==> config.mk <==
export PLATFORM = sky130hd
export DESIGN_NAME = sap_ram_unit
export DESIGN_NICKNAME = d
export VERILOG_FILES = /design/src/rtl/sap_ram_pkg.sv /design/src/rtl/btn_sync_edge.sv /design/src/rtl/sap_ram_unit.sv
export SDC_FILE = /design/constraint.sdc
export NUM_CORES = 1
export LEC_CHECK = 0
export CAP_MARGIN = 20
export CORE_ASPECT_RATIO = 1.5
export CORE_MARGIN = 1.5
export CORE_UTILIZATION = 50
export CTS_CLUSTER_SIZE = 10
export DETAILED_ROUTE_END_ITERATION = 8
export PLACE_DENSITY_LB_ADDON = 0.08
export SLEW_MARGIN = 30
export SYNTH_ARGS = -nofsm -noshare
export SYNTH_HDL_FRONTEND = slang
export SYNTH_SLANG_ARGS = --single-unit
==> constraint.sdc <==
create_clock -name clk -period 2.14 [get_ports clk]
set_input_delay 0.535 -clock clk [delete_from_list [all_inputs] [get_ports clk]]
set_output_delay 0.535 -clock clk [all_outputs]
set_load 0.03 [all_outputs]
==> src/rtl/sap_ram_pkg.sv <==
// rtl/sap_ram_pkg.sv - shared state encoding and default widths for the SAP-U RAM unit
package sap_ram_pkg;

    localparam int DATA_W_DEF = 8;
    localparam int ADDR_W_DEF = 4;

    typedef enum logic [1:0] {
        S_CLEAR = 2'd0,
        S_RUN   = 2'd1,
        S_PROG  = 2'd2
    } state_t;

endpackage

==> src/rtl/btn_sync_edge.sv <==
// rtl/btn_sync_edge.sv - multi-flop synchroniser with rising-edge pulse for front-panel inputs
module btn_sync_edge #(
    parameter int SYNC_STAGES = 2
) (
    input  logic clk,
    input  logic clr_n,
    input  logic din,
    output logic level,
    output logic pulse
);

    logic [SYNC_STAGES-1:0] sync_q;
    logic                   prev_q;

    always_ff @(posedge clk or negedge clr_n) begin
        if (!clr_n) begin
            sync_q <= '0;
            prev_q <= 1'b0;
        end else begin
            sync_q <= {sync_q[SYNC_STAGES-2:0], din};
            prev_q <= sync_q[SYNC_STAGES-1];
        end
    end

    assign level = sync_q[SYNC_STAGES-1];
    assign pulse = level & ~prev_q;

endmodule

==> src/rtl/sap_ram_unit.sv <==
// rtl/sap_ram_unit.sv - SAP-U main memory, MAR and front-panel programming; SAP_RAM_CLEAR_EN adds a post-reset clear sweep
module sap_ram_unit
    import sap_ram_pkg::*;
#(
    parameter int DATA_W      = DATA_W_DEF,
    parameter int ADDR_W      = ADDR_W_DEF,
    parameter int DEPTH       = 16,
    parameter int SYNC_STAGES = 2
) (
    input  logic              clk,
    input  logic              clr_n,
    input  logic              prog_mode,
    input  logic [ADDR_W-1:0] sw_addr,
    input  logic [DATA_W-1:0] sw_data,
    input  logic              btn_addr,
    input  logic              btn_write,
    input  logic [DATA_W-1:0] bus_in,
    input  logic              mar_load,
    input  logic              ram_in,
    input  logic              ram_out,
    output logic [DATA_W-1:0] bus_out,
    output logic              bus_oe,
    output logic [ADDR_W-1:0] mar_q,
    output logic              prog_led,
    output logic              busy
);

    localparam logic [ADDR_W-1:0] MAR_LAST  = ADDR_W'(DEPTH - 1);
    localparam logic [ADDR_W:0]   DEPTH_EXT = (ADDR_W + 1)'(DEPTH);

    state_t              state_q, state_d;
    logic [ADDR_W-1:0]   mar_d;
    logic                prog_lvl, prog_pulse_unused;
    logic                addr_pulse, write_pulse, addr_unused, write_unused;
    logic                addr_ok;
    logic                mem_we;
    logic [ADDR_W-1:0]   mem_waddr;
    logic [DATA_W-1:0]   mem_wdata;
    logic [DATA_W-1:0]   rd_data;
    logic [DATA_W-1:0]   mem [DEPTH];

    btn_sync_edge #(.SYNC_STAGES(SYNC_STAGES)) u_sync_mode (
        .clk(clk), .clr_n(clr_n), .din(prog_mode), .level(prog_lvl), .pulse(prog_pulse_unused)
    );
    btn_sync_edge #(.SYNC_STAGES(SYNC_STAGES)) u_sync_addr (
        .clk(clk), .clr_n(clr_n), .din(btn_addr), .level(addr_unused), .pulse(addr_pulse)
    );
    btn_sync_edge #(.SYNC_STAGES(SYNC_STAGES)) u_sync_write (
        .clk(clk), .clr_n(clr_n), .din(btn_write), .level(write_unused), .pulse(write_pulse)
    );

    // Locations at or above DEPTH are unimplemented: writes vanish, reads give zero.
    assign addr_ok = ({1'b0, mar_q} < DEPTH_EXT);
    assign rd_data = addr_ok ? mem[mar_q] : '0;

`ifdef SAP_RAM_CLEAR_EN
    logic [ADDR_W-1:0] clr_cnt_q, clr_cnt_d;

    always_ff @(posedge clk or negedge clr_n) begin
        if (!clr_n) begin
            state_q   <= S_CLEAR;
            mar_q     <= '0;
            clr_cnt_q <= '0;
        end else begin
            state_q   <= state_d;
            mar_q     <= mar_d;
            clr_cnt_q <= clr_cnt_d;
        end
    end

    // Gated by clr_n so busy reads 0 while reset is held, even though the state is already S_CLEAR.
    assign busy = (state_q == S_CLEAR) & clr_n;
`else
    always_ff @(posedge clk or negedge clr_n) begin
        if (!clr_n) begin
            state_q <= S_RUN;
            mar_q   <= '0;
        end else begin
            state_q <= state_d;
            mar_q   <= mar_d;
        end
    end

    assign busy = 1'b0;
`endif

    always_comb begin
        state_d   = state_q;
        mar_d     = mar_q;
        mem_we    = 1'b0;
        mem_waddr = mar_q;
        mem_wdata = bus_in;
`ifdef SAP_RAM_CLEAR_EN
        clr_cnt_d = clr_cnt_q;
`endif
        case (state_q)
`ifdef SAP_RAM_CLEAR_EN
            S_CLEAR: begin
                mem_we    = 1'b1;
                mem_waddr = clr_cnt_q;
                mem_wdata = '0;
                clr_cnt_d = clr_cnt_q + 1'b1;
                if (clr_cnt_q == MAR_LAST) begin
                    clr_cnt_d = '0;
                    state_d   = prog_lvl ? S_PROG : S_RUN;
                end
            end
`endif
            S_RUN: begin
                // The write uses the pre-edge MAR even if MAR is reloaded in the same cycle.
                mem_we = ram_in & addr_ok;
                if (mar_load) mar_d = bus_in[ADDR_W-1:0];
                if (prog_lvl) state_d = S_PROG;
            end
            S_PROG: begin
                if (!prog_lvl) begin
                    state_d = S_RUN;
                end else if (addr_pulse) begin
                    mar_d = sw_addr;
                end else if (write_pulse) begin
                    mem_we    = addr_ok;
                    mem_wdata = sw_data;
                    mar_d     = (mar_q == MAR_LAST) ? '0 : mar_q + 1'b1;
                end
            end
            default: state_d = S_RUN;
        endcase
    end

    always_ff @(posedge clk) begin
        if (mem_we) mem[mem_waddr] <= mem_wdata;
    end

    assign bus_oe   = (state_q == S_RUN) & ram_out;
    assign bus_out  = bus_oe ? rd_data : '0;
    assign prog_led = (state_q == S_PROG);

endmodule
* Yosys cells after proc, flatten, opt, wreduce, memory -nomap -nowiden
Memory sizes are Yosys's and may differ from the RTL's. Cells that the tools add are included.
Storage, ports and cells: register bits 14, memory bits (writable) 128, bits of input ports 28, output and inout port bits 15, word-level logic and storage cells 45, memories kept 1
Operators by class: $add $sub $neg 1, eq/ne operators 8, multiplexer cells 20, bitwise gates (word level) 5, reductions and logical operators 3
Memory list:
- mem | words 16, bits a word 8, read ports 1, clocked after Yosys merged registers in 0, wr ports 1, line sap_ram_unit.sv:40 | logic [DATA_W-1:0] mem [DEPTH];
Operator list (number):
- 2-to-1 mux 8 bit | 5
- 2-to-1 mux 4 bit | 5
- case mux 4 bit (2 select lines) | 1
- 2-to-1 mux 1 bit | 5
- adder 4 x 1 -> 4 bit, second input constant | 1
- equality test 4 bit, second input constant | 1
- 2-to-1 mux 2 bit | 2
- inequality test 2 x 1 -> 1 bit, second input constant | 2
- inequality test 2 bit, second input constant | 2
- case mux 2 bit (2 select lines) | 1
- AND reduction 4 bit | 1
- AND 1 bit | 3
- inequality test 3 x 1 -> 1 bit, second input constant | 1
- equality test 2 x 1 -> 1 bit, second input constant | 1
- equality test 2 bit, second input constant | 1
- inverter 1 bit | 2
- case mux 1 bit (2 select lines) | 1
- AND reduction 2 bit | 1
- nonzero test 2 bit | 1

* Longest topological paths before layout
depth in word-level cells 8, depth in mapped cells 8, mapped depth without buffers 6

* By module
Synthesis repeated with hierarchy kept, for this count alone.
Unflattened totals: cells, all modules 347, area total of the unflattened synthesis 5962.0 um^2
Modules (own cells, without submodules):
- sap_ram_unit | instances 1, cells each 335, area each 5695.5 um^2, sequential area each 3995.1 um^2
- btn_sync_edge | instances 3, cells each 4, area each 88.8 um^2, sequential area each 75.1 um^2

* Worst setup path after synthesis
OpenSTA, ideal clock, no wires.
path type register to register, start point register state_q[0], end point memory mem[0][0] in the netlist's numbering, enable pin, arrival 2.129 ns, required time 1.757 ns, slack -0.372 ns, cell stages (with the launch flop) 7, buffers on the path 0, clock period less this slack 2.512 ns, path through dfstp_2 inv_1 ha_1 nand2_1 o31ai_2 nand3b_1 nor3_1
On the way: cells in the longest elaborated chain, start to end 4
Ends and longest elaborated chain:
- start: declaration | line sap_ram_unit.sv:31 | state_t state_q, state_d;
- start signal: assignment | line sap_ram_unit.sv:79 | state_q <= state_d;
- equality test 2 bit
- via prog_led | line sap_ram_unit.sv:24 | output logic prog_led,
- case mux 1 bit (2 select lines) | line sap_ram_unit.sv:96 | case (state_q)
- 2-to-1 mux 1 bit | line sap_ram_unit.sv:131 | if (mem_we) mem[mem_waddr] <= mem_wdata;
- 2-to-1 mux 1 bit (implied by the code) | line sap_ram_unit.sv:131
- end: declaration | line sap_ram_unit.sv:40
The timed path passes the listed nets, and every way through them passes these cells.

* Final worst setup path
start point register mar_q[1], end point output port bus_out[5]
On the way: cells in the longest elaborated chain, start to end 2
Ends and longest elaborated chain:
- start: declaration | line sap_ram_unit.sv:23 | output logic [ADDR_W-1:0] mar_q,
- start signal: assignment | line sap_ram_unit.sv:80 | mar_q <= mar_d;
- memory read (16 x 8 bit)
- 2-to-1 mux 8 bit | line sap_ram_unit.sv:135 | assign bus_out = bus_oe ? rd_data : '0;
- end: declaration | line sap_ram_unit.sv:21 | output logic [DATA_W-1:0] bus_out,
No other way between the ends.

==> flow_metrics.py <==
metrics = {
    "critical_path": {
        "cp.arrival_ns": 2.10,
        "end_kind": "primary output",
        "critPathLaunchType": "flop",
        "r2r_setup_slack_ns": 0.09,
        "ff2ff_path_depth": 5,
        "cp-startpoint": "mar_q[1]$_DFFE_PN0P_",
        "r2r_end": "mem[12][4]$_DFFE_PP_",
        "worst-path-max-fanout": 12,
        "crit_chain": "buf_12, mux4_2, mux2i_1, buf_4, o21ai_2, buf_6",
        "worstSetupPathType": "flop to primary output",
        "crit_slowest_cell": "mux4_2",
        "slowest_delay_ns": 0.54,
        "cp.buffers_inverters": 3,
        "cp_num_cells": 6,
        "critPathCapture": "bus_out[5]",
        "cp_top_family": "multiplexers",
        "required_ns": 1.60,
        "r2r-start": "state_q[0]$_DFFE_PN1P_",
    },
    "clock_tree": {
        "cts_root_buf": "clkbuf_16",
        "clk_transition_reported_paths_ns": 0.06,
        "cts_tree": "built",
        "clk_latency_ns": 0.41,
        "clockBufferDepth": 2,
        "cts_hold_buf": 0,
        "cts_made_buffers": 17,
        "clock-sinks": 142,
        "htree_levels": 4,
    },
    "global_route": {
        "track_usage": 0.2137,
        "grt_max_degree": 19,
        "antenna_found_initial": 0,
        "grt.overflow.total": 0,
        "grt_pass1_wl_um": 18680,
        "grt_pass1_vias": 3335,
    },
    "layout": {
        "final_cells": 569,
        "fill_cells": 780,
        "ff_latch_area_sq_um": 4198,
        "multi_input_area_sq_um": 1708,
        "drive_gt1_frac": 0.3986,
        "final_nets": 440,
        "n_antenna_cell": 0,
        "final_cell_mix": "128 x edfxtp_1, 34 x buf_4, 27 x clkdlybuf4s50_1, 24 x mux4_2, 21 x mux2i_1",
        "mostFrequentLayoutCell": "edfxtp_1",
        "syn_to_final_growth_pct": 29.53,
    },
    "routing": {
        "ant_nets": 0,
        "firstDrtPassIters": 4,
        "wl_um": 12010,
        "drt_iter0_markers": 245,
        "wl_per_cell_um": 21.11,
        "avgViaCountPerCell": 5.524,
        "drcViolationCount": 0,
        "vias": 3143,
    },
    "floorplanning": {
        "rows": 48,
        "core_area_sq_um": 11470,
        "dieArea_sq_um": 12460,
        "start_util": 0.5137,
        "top_level_ports": 43,
        "fp.dieW_um": 91.64,
        "die_h_um": 136.0,
    },
    "power": {
        "sw_frac_of_total": 0.3242,
        "ir_worst_vdd_v": 0.0007302,
        "power.switching_mw": 3.074,
        "p_comb_frac": 0.365,
        "power.clock.fraction": 0.283,
        "p_leak_nw": 2.671,
        "p_total_mw": 9.481,
        "intPower_mw": 6.407,
        "seqPwrFrac": 0.352,
        "powerDensity_nw_per_um2": 1242,
    },
    "synth": {
        "muxShareOfSynthArea": 0.1624,
        "ys_seq_area_frac": 0.7119,
        "ys_ff_latch": 142,
        "synth_nets": 350,
        "synth.cell_area_sq_um": 5893,
        "synthDistinctLibCells": 41,
        "synth_fa_ha_area_frac": 0.01274,
        "postSynthAreaPerCell_sq_um": 18.65,
        "synth_compound_area_frac": 0.04268,
        "netlist_instances": 316,
        "synthSimpleGateAreaFrac": 0.03928,
        "synth_top_family_by_area": "multiplexers",
        "ys_warn_count": 0,
        "synth_xor_area_frac": 0.002972,
    },
    "sta": {
        "setup_violations": 8,
        "finalHoldViolCount": 0,
        "rsz0062_at_grt": "yes",
        "final.setup_skew_ns": 0.007603,
        "slew_headroom": 0.6059,
        "fin_crit_sh": 1.231,
        "max_slew.worst_pin.slew_ns": 0.5892,
        "holdWs_ns": 0.3480,
        "fmax_ghz": 0.3796,
        "layout_setup_ws_ns": -0.4945,
        "fin_crit_ns": 2.634,
        "maxSlewViolCount": 0,
    },
    "place": {
        "portBuffers": 41,
        "post-place-cells": 535,
        "pre_cts_slack_ns": -0.3656,
        "hpwl_um": 8769,
        "gp_congestion": 0.8903,
    },
    "run_status": {
        "status": "complete, but fails checks",
        "violations": "negative setup slack",
    },
    "min_path": {
        "hold_class": "flop to flop",
    },
    "flow_run": {
        "maxCapViolations": 0,
    },
}
## cells by family after synthesis
logic type / after synthesis
fa+ha+maj: 6
xor+xnor: 2
simple gates: 43
mux: 61
other cells: 1
buf+inv: 23
flops: 142
compound gates: 38
## power by group through the flow
stage	clock, mW	combinational [mW]	sequential [mW]
after floorplan	0	2.18	3.42
after global placement	0	3.29	3.39
after detailed placement	0	3.32	3.40
after CTS	2.72	3.39	3.33
after global routing	2.83	3.68	3.35
final	2.68	3.46	3.34
## metrics by stage
stage	utilization	setup TNS [ns]	cell area, sq um
floorplan	-	-0.005090	6047
global placement	0.6090	-1.890	6985
detailed placement	0.6090	-2.486	6985
CTS	0.6599	-3.976	7570
global route	0.6655	-4.247	7634
finish	0.6655	-3.636	7634
## cell type report
class                      count  share of cell area
clock inverter                15             0.01623
inverter                       6            0.002950
multi-input combinational    151              0.2237
timing repair buffer          88              0.1269
sequential                   142              0.5499
tap                          150             0.02459
clock buffer                  17             0.05573
## Yosys cell counts
master    instances  area, sq um
a21oi_1           4        20.02
a221oi_1          8        70.07
a22oi_1           1        7.510
a311oi_2          1        15.01
and2_1            2        12.51
and3_1            1        6.260
buf_1             2        7.510
buf_12            1        20.02
buf_2             5        25.02
buf_4             1        7.510
buf_6             5        56.30
buf_8             1        15.01
clkbuf_1          2        7.510
conb_1            1        3.750
dfrtp_1          13        325.3
dfstp_2           1        26.28
edfxtp_1        128         3844
ha_1              6        75.07
inv_1             5        18.77
inv_2             1        3.750
mux2_2            1        11.26
mux2_4            9        135.1
mux2i_1          27        270.3
mux4_2           24        540.5
nand2_1           6        22.52
nand2b_1          3        18.77
nand3_1           2        10.01
nand3b_1          5        37.54
nor2_1           15        56.30
nor2b_1           2        12.51
nor2b_4           1        13.76
nor3_1            5        25.02
nor3_4            1        16.27
o21ai_0           7        35.03
o21ai_1          12        60.06
o221ai_1          1        8.760
o22ai_1           2        12.51
o311a_1           1        10.01
o31ai_2           1        12.51
xnor2_1           1        8.760
xor2_1            1        8.760
## what timing repair did
action	CTS	global route
pin swaps	0	2
buffers inserted	2	0
hold endpoints to repair	0	0
resized for setup	9	14
endpoints found under the setup margin	10	48
## registers in the layout, summed over array words and instances (netlist names)
name,cells
u_sync_write.sync_q,2
mem,128
u_sync_mode.sync_q,2
mar_q,4
u_sync_addr.sync_q,2
u_sync_write.prev_q,1
u_sync_addr.prev_q,1
state_q,2
## worst register-to-register path, cell delays in order (launching register included)
cell,delay [ns]
dfstp_2,0.39
inv_1,0.08
ha_2,0.22
nand2_1,0.14
nor3_4,0.49
mux2_4,0.45
## worst min path at each step
| stage | start | end | depth (start not counted) |
|---|---|---|---|
| 4_1_cts | u_sync_addr.sync_q[0]$_DFF_PN0_ | u_sync_addr.sync_q[1]$_DFF_PN0_ | 0 |
| 2_1_floorplan | clr_n | mar_q[0]$_DFFE_PN0P_ | 0 |
| 5_1_grt | u_sync_addr.sync_q[0]$_DFF_PN0_ | u_sync_addr.sync_q[1]$_DFF_PN0_ | 0 |
| 3_5_place_dp | u_sync_addr.sync_q[0]$_DFF_PN0_ | u_sync_addr.sync_q[1]$_DFF_PN0_ | 0 |
| 6_report | u_sync_addr.sync_q[0]$_DFF_PN0_ | u_sync_addr.sync_q[1]$_DFF_PN0_ | 0 |
| 3_3_place_gp | u_sync_addr.sync_q[0]$_DFF_PN0_ | u_sync_addr.sync_q[1]$_DFF_PN0_ | 0 |
## metal layers
metal | global-route usage | part of all wire | vias up
li1 | - | - | 1448
met1 | 0.2387 | 0.37 | 1595
met2 | 0.3955 | 0.57 | 83
met3 | 0.05257 | 0.042 | 17
met4 | 0.07205 | 0.017 | 0
met5 | 0 | 0 | -
No activity file was read; power rests on OpenSTA's default activity.
==> patch 1, RTL diff (config.mk and constraints unchanged) <==
The option `SAP_RAM_CLEAR_EN` is turned on by a define.
--- a/src/rtl/sap_ram_unit.sv
+++ b/src/rtl/sap_ram_unit.sv
@@ -1,4 +1,6 @@
 // rtl/sap_ram_unit.sv - SAP-U main memory, MAR and front-panel programming; SAP_RAM_CLEAR_EN adds a post-reset clear sweep
+`define SAP_RAM_CLEAR_EN
+
 module sap_ram_unit
     import sap_ram_pkg::*;
 #(
Behaviour: not the same (a bounded check fails within 4 cycles, from zero or initial values).
==> patch 1 against the unedited design <==
- the flow still finishes with violations (negative setup slack)
- non-clock buffer count rose by 9
- routed wire length increased by 10%
- largest cell class unchanged
- area after synthesis rose by 1.4%
- clock power up 10%
- design area is 1.2% higher
- critical path type unchanged
- sequential cell count grew 4
- fmax fell by 0.38%
- power rose by 33%
- worst setup slack got worse by 0.010 ns
- critical endpoint is now bus_out[2]
==> patch 1: results (changes against the unedited design) <==
Yosys
  • Post-synthesis mux area share: 14.6% (was 16.2%)
  • Post-synth EDFFs: 128 (unchanged)
  • Synth Net Count: 352 (was 350)
  • Compound-cell area share of the yosys netlist: 5.61% (was 4.27%)
  • Unique masters post-synth: 42 (was 41)
  • Top cells by area, synth: edfxtp_1 64%, mux4_2 12%, dfrtp_1 7.5% (was edfxtp_1 65%, mux4_2 9.2%, dfrtp_1 5.5%)
  • Post-Synth Adder-Cell Area: 0.419% (was 1.27%)
  • Synth top cells by count: 128 x edfxtp_1, 32 x mux4_2, 18 x dfrtp_1, 17 x nor3_1, 13 x nand2_1 (was 128 x edfxtp_1, 27 x mux2i_1, 24 x mux4_2, 15 x nor2_1, 13 x dfrtp_1)
  • XOR/XNOR Fraction of Synth Area: 0.293% (was 0.297%)
  • Yosys Warn Count: 0 (unchanged)
  • Async set-or-reset flop fraction in the synthesized netlist: 12.3% (was 9.86%)
  • Seq/Total Area, Yosys: 71.9% (was 71.2%)

GRT
  • Initial antenna violation count: 0 (unchanged)
  • M3 GR Usage: 4.28% (was 5.26%)
  • First-pass GRT wire length: 20.1 mm (was 18.7 mm)
  • Total GRT Usage: 22.9% (was 21.4%)
  • Vias in the first global route: 3,466 (was 3,335)
  • Met1 Use GR: 25.1% (was 23.9%)
  • Largest net degree at the start of global routing: 20 (was 19)
  • Met2 Usage GRT: 43.4% (was 39.6%)

Power and ir drop
  • Max VDD drop: 1110 uV (was 730 uV)
  • Leakage power: 0.00273 uW (was 0.00267 uW)
  • Switching power: 4310 uW (was 3070 uW)

Status
  • Failing checks: negative setup slack (unchanged)
  • Status: complete, but fails checks (unchanged)

Critical path
  • Slowest stage delay, CP: 0.56 ns (was 0.54 ns)
  • Worst-path maximum fanout: 7 (was 12)
  • Worst reg2reg setup slack: about 0.1 ns
  • Crit-path leading delay family: multiplexers (unchanged)
  • Critical Path AT: 2.11 ns
  • Setup crit end: bus_out[2] (was bus_out[5])
  • R2r startpoint: mar_q[0] (was state_q[0])
  • Worst reg2reg path depth: 8 (was 5)
  • R2R Path End: mem[7][7] (was mem[12][4])

Final layout
  • Regs by FF count: mem: 128 flops, clr_cnt_q: 4 flops, mar_q: 4 flops (was mem: 128 flops, mar_q: 4 flops)
  • Layout cells sized above 1: 40.1% (was 39.9%)
  • Final Net Count: 453 (was 440)

Place
  • Placer Congestion: 0.906 (was 0.890)
  • Hpwl dp: 9.18 mm (was 8.77 mm)
  • Port Buf Inserts: 42 (was 41)

CTS
  • Clk buf depth: 2 (unchanged)
  • CTS root buf: clkbuf_16 (unchanged)

Drt
  • First drt pass iteration count: 4 (unchanged)
  • 1st-iter DRT viols: 187 (was 245)
  • Via density: 5.77 (was 5.52)
  • Drt total wl: 13.2 mm (was 12.0 mm)

Timing
  • Final Worst Setup Slack: -0.505 ns (was -0.494 ns)
  • Setup violations, final: 8 (unchanged)
  • Worst-margin pin slew: 0.564 ns (was 0.589 ns)
  • Layout Skew: 0.0101 ns (was 0.00760 ns)
  • TNS Setup: -3.77 ns (was -3.64 ns)

Worst hold path
  • Hold Startpoint: u_sync_addr.sync_q[0] (unchanged)
==> patch 1: timing repair <==
action                     in CTS  in global routing
setup endpoints to repair      19                 87
cloned                          1                  0
pin swaps                       2                  2
buffers inserted                2                  0
resized for setup              20                 18
==> patch 1: per-stage QoR <==
step / instance area [um2] / std cells / hold slack (ns) / setup slack [ns]
6_report: 7730 / 586 / 0.349 / -0.505
5_1_grt: 7730 / 586 / 0.350 / -0.580
4_1_cts: 7670 / 586 / 0.349 / -0.529
3_5_place_dp: 6940 / 551 / 0.335 / -0.358
3_3_place_gp: 6940 / 551 / 0.333 / -0.372
2_1_floorplan: 6020 / 322 / 0.239 / -0.0815
==> patch 1: area by class of cell <==
class | count | area (um2)
clock buffer | 17 | 425
sequential | 146 | 4300
clock inverter | 15 | 171
inverter | 5 | 18.8
multi-input combinational | 156 | 1710
timing repair buffer | 97 | 920
fill | 814 | 3860
tap | 150 | 188
==> patch 1: power by group through the flow <==
stage	combinational (uW)	sequential, uW	clock (uW)
2_1_floorplan	2890	4540	0
3_3_place_gp	4620	4600	0
3_5_place_dp	4660	4640	0
4_1_cts	5030	4590	3000
5_1_grt	5420	4650	3120
6_report	5080	4580	2960
==> patch 1: cells by family (layout without fill, tap and decap cells) <==
kind of cell / after synthesis / in the layout
flip-flops: 146 / 146
AND/OR/NAND/NOR: 56 / 56
AO/OA/AOI/OAI: 50 / 50
multiplexers: 46 / 46
buffers and inverters: 20 / 134
adder cells (fa/ha/maj): 2 / 2
XOR/XNOR: 2 / 2
==> patch 1: per-layer routing <==
metal | wire length [um] | up-vias
li1 | - | 1532
met1 | 4850 | 1730
met2 | 7730 | 105
met3 | 449 | 14
met4 | 203 | 0
met5 | 0 | -
==> patch 2, RTL diff (same flow settings) <==
Made on the original files. Register the input `sw_addr` before use, with the module's reset. The logic sees it one clock later. The other inputs are not delayed to match.
--- a/src/rtl/sap_ram_unit.sv
+++ b/src/rtl/sap_ram_unit.sv
@@ -27,6 +27,16 @@
 
     localparam logic [ADDR_W-1:0] MAR_LAST  = ADDR_W'(DEPTH - 1);
     localparam logic [ADDR_W:0]   DEPTH_EXT = (ADDR_W + 1)'(DEPTH);
+
+    logic [ADDR_W-1:0] sw_addr_q;
+
+    always_ff @(posedge clk or negedge clr_n) begin
+        if (!clr_n) begin
+            sw_addr_q <= '0;
+        end else begin
+            sw_addr_q <= sw_addr;
+        end
+    end
 
     state_t              state_q, state_d;
     logic [ADDR_W-1:0]   mar_d;
@@ -116,7 +126,7 @@
                 if (!prog_lvl) begin
                     state_d = S_RUN;
                 end else if (addr_pulse) begin
-                    mar_d = sw_addr;
+                    mar_d = sw_addr_q;
                 end else if (write_pulse) begin
                     mem_we    = addr_ok;
                     mem_wdata = sw_data;
Check against the original RTL: not equivalent (Yosys sat finds a counterexample within 10 cycles, from zero or initial values).
==> patch 2 against the unedited design <==
- die area increased by 2.5%
- highest routed layer unchanged
- the run still ends with negative setup slack left
- power increased by 1.9%
- sequential cell count increased by 4
- synthesized cell count unchanged
- worst setup slack got worse by 0.055 ns
- design area increased by 2.6%
- largest power group unchanged
- routed wire length increased by 2.1%
- largest cell class unchanged
- area after synthesis increased by 2.6%
- count of clock-buffer cells in the layout increased by 1
==> patch 2: results (changes against the unedited design) <==
Drt
  • Drt total wl: 12.3 mm (was 12.0 mm)
  • Vias post-DR: 3,210 (was 3,143)
  • First drt pass iteration count: 5 (was 4)

Yosys
  • Async set-or-reset flop fraction in the synthesized netlist: 12.3% (was 9.86%)
  • Seq/Total Area, Yosys: 71.0% (was 71.2%)
  • Synth top cells by count: 128 x edfxtp_1, 26 x mux2i_1, 24 x mux4_1, 17 x dfrtp_1, 13 x nor2_1 (was 128 x edfxtp_1, 27 x mux2i_1, 24 x mux4_2, 15 x nor2_1, 13 x dfrtp_1)
  • Top cells by area, synth: edfxtp_1 64%, mux4_1 10%, dfrtp_1 7.0% (was edfxtp_1 65%, mux4_2 9.2%, dfrtp_1 5.5%)

Timing
  • Hold Worst Slack: 0.348 ns (about the same)
  • Final Worst Setup Slack: -0.549 ns (was -0.494 ns)
  • Setup violations, final: 8 (unchanged)
  • Layout Skew: 0.00664 ns (was 0.00760 ns)

Final layout
  • Regs by FF count: mem: 128 flops, mar_q: 4 flops, sw_addr_q: 4 flops (was mem: 128 flops, mar_q: 4 flops)
  • Filler cells: 865 (was 780)
  • Layout cells sized above 1: 38.2% (was 39.9%)
  • Final Net Count: 453 (was 440)

Power and ir drop
  • Switching Fraction: 30.7% (was 32.4%)
  • Leakage power: 0.00279 uW (was 0.00267 uW)
  • Max VDD drop: 656 uV (was 730 uV)

Status
  • Failing checks: negative setup slack (unchanged)
  • Status: complete, but fails checks (unchanged)

Place
  • Placer Congestion: 0.845 (was 0.890)
  • Hpwl dp: 8.92 mm (was 8.77 mm)
  • Pre-CTS setup slack: -0.346 ns (was -0.366 ns)

Critical path
  • CP max-delay cell: mux4_1 (was mux4_2)
  • Worst reg2reg path depth: 9 (was 5)
  • Worst reg2reg setup slack: 0.11 ns (was 0.09 ns)
  • Slowest stage delay, CP: 0.59 ns (was 0.54 ns)
  • Worst-path maximum fanout: 13 (was 12)

GRT
  • First-pass GRT wire length: 18.5 mm (was 18.7 mm)
  • Total GRT Usage: 20.8% (was 21.4%)
  • Vias in the first global route: 3,368 (was 3,335)

Worst hold path
  • Hold Startpoint: u_sync_mode.sync_q[0] (was u_sync_addr.sync_q[0])
  • Worst Hold Endpoint: u_sync_mode.sync_q[1] (was u_sync_addr.sync_q[1])

CTS
  • Clk buf depth: 2 (unchanged)
==> patch 2: cells by family after synthesis <==
kind of cell | count (synthesis) | synth area share, %
XOR/XNOR | 2 | 0.290
AND/OR/NAND/NOR | 41 | 3.66
other | 1 | 0.0620
flip-flops | 146 | 71.0
AO/OA/AOI/OAI | 37 | 4.30
buffers and inverters | 21 | 2.44
adder cells (fa/ha/maj) | 6 | 1.24
multiplexers | 62 | 17.0
==> patch 2: metrics by stage <==
step	utilization, %	instance area, um2	TNS, ns	std cells
2_1_floorplan	-	6190	-0.0372	316
3_3_place_gp	60.5	7200	-2.33	548
3_5_place_dp	60.5	7200	-3.38	548
4_1_cts	65.5	7790	-4.32	579
5_1_grt	65.9	7830	-4.56	582
6_report	65.9	7830	-3.98	582
==> patch 2: metal layers <==
layer / global-route usage [%] / up-vias / share of wire (%)
met5: 0 / - / 0
met4: 9.68 / 0 / 3.0
met3: 3.97 / 29 / 3.1
met2: 38.8 / 82 / 56
met1: 22.3 / 1615 / 38
li1: - / 1484 / -
==> patch 2: worst max path at each step <==
stage	from	endpoint	slack, ns	depth (start not counted)
after floorplan	mar_q[1]	bus_out[3]	-0.007	5
after global placement	ram_out	bus_out[7]	-0.26	6
after detailed placement	ram_out	bus_out[7]	-0.35	6
after CTS	mar_q[1]	bus_out[7]	-0.56	5
after global routing	mar_q[1]	bus_out[4]	-0.62	5
final	mar_q[1]	bus_out[4]	-0.55	5
==> patch 2: power by group through the flow <==
stage	logic (uW)	registers, uW	clock network, uW
2_1_floorplan	2110	3510	0
3_3_place_gp	3270	3480	0
3_5_place_dp	3300	3490	0
4_1_cts	3440	3430	2760
5_1_grt	3720	3460	2860
6_report	3500	3440	2720
==> patch 2: area by class of cell <==
type,instances,area share (%)
multi-input cells,149,22.0
flip-flops and latches,146,54.9
clock buffers,18,5.48
well taps,153,2.44
inverters,5,0.272
clock inverters,11,1.49
repair buffers,100,13.4
==> patch 2: timing repair <==
item	CTS	global route
buffers inserted	2	3
pin swaps	0	7
gates resized for setup	14	15
setup endpoints to repair	10	81
==> patch 2: worst max-delay path: cells and delay by family, from the launching register on <==
kind / cells / cell delay (ns)
flops: 1 / 0.46
compound gates: 1 / 0.07
buf+inv: 2 / 0.36
mux: 2 / 0.85
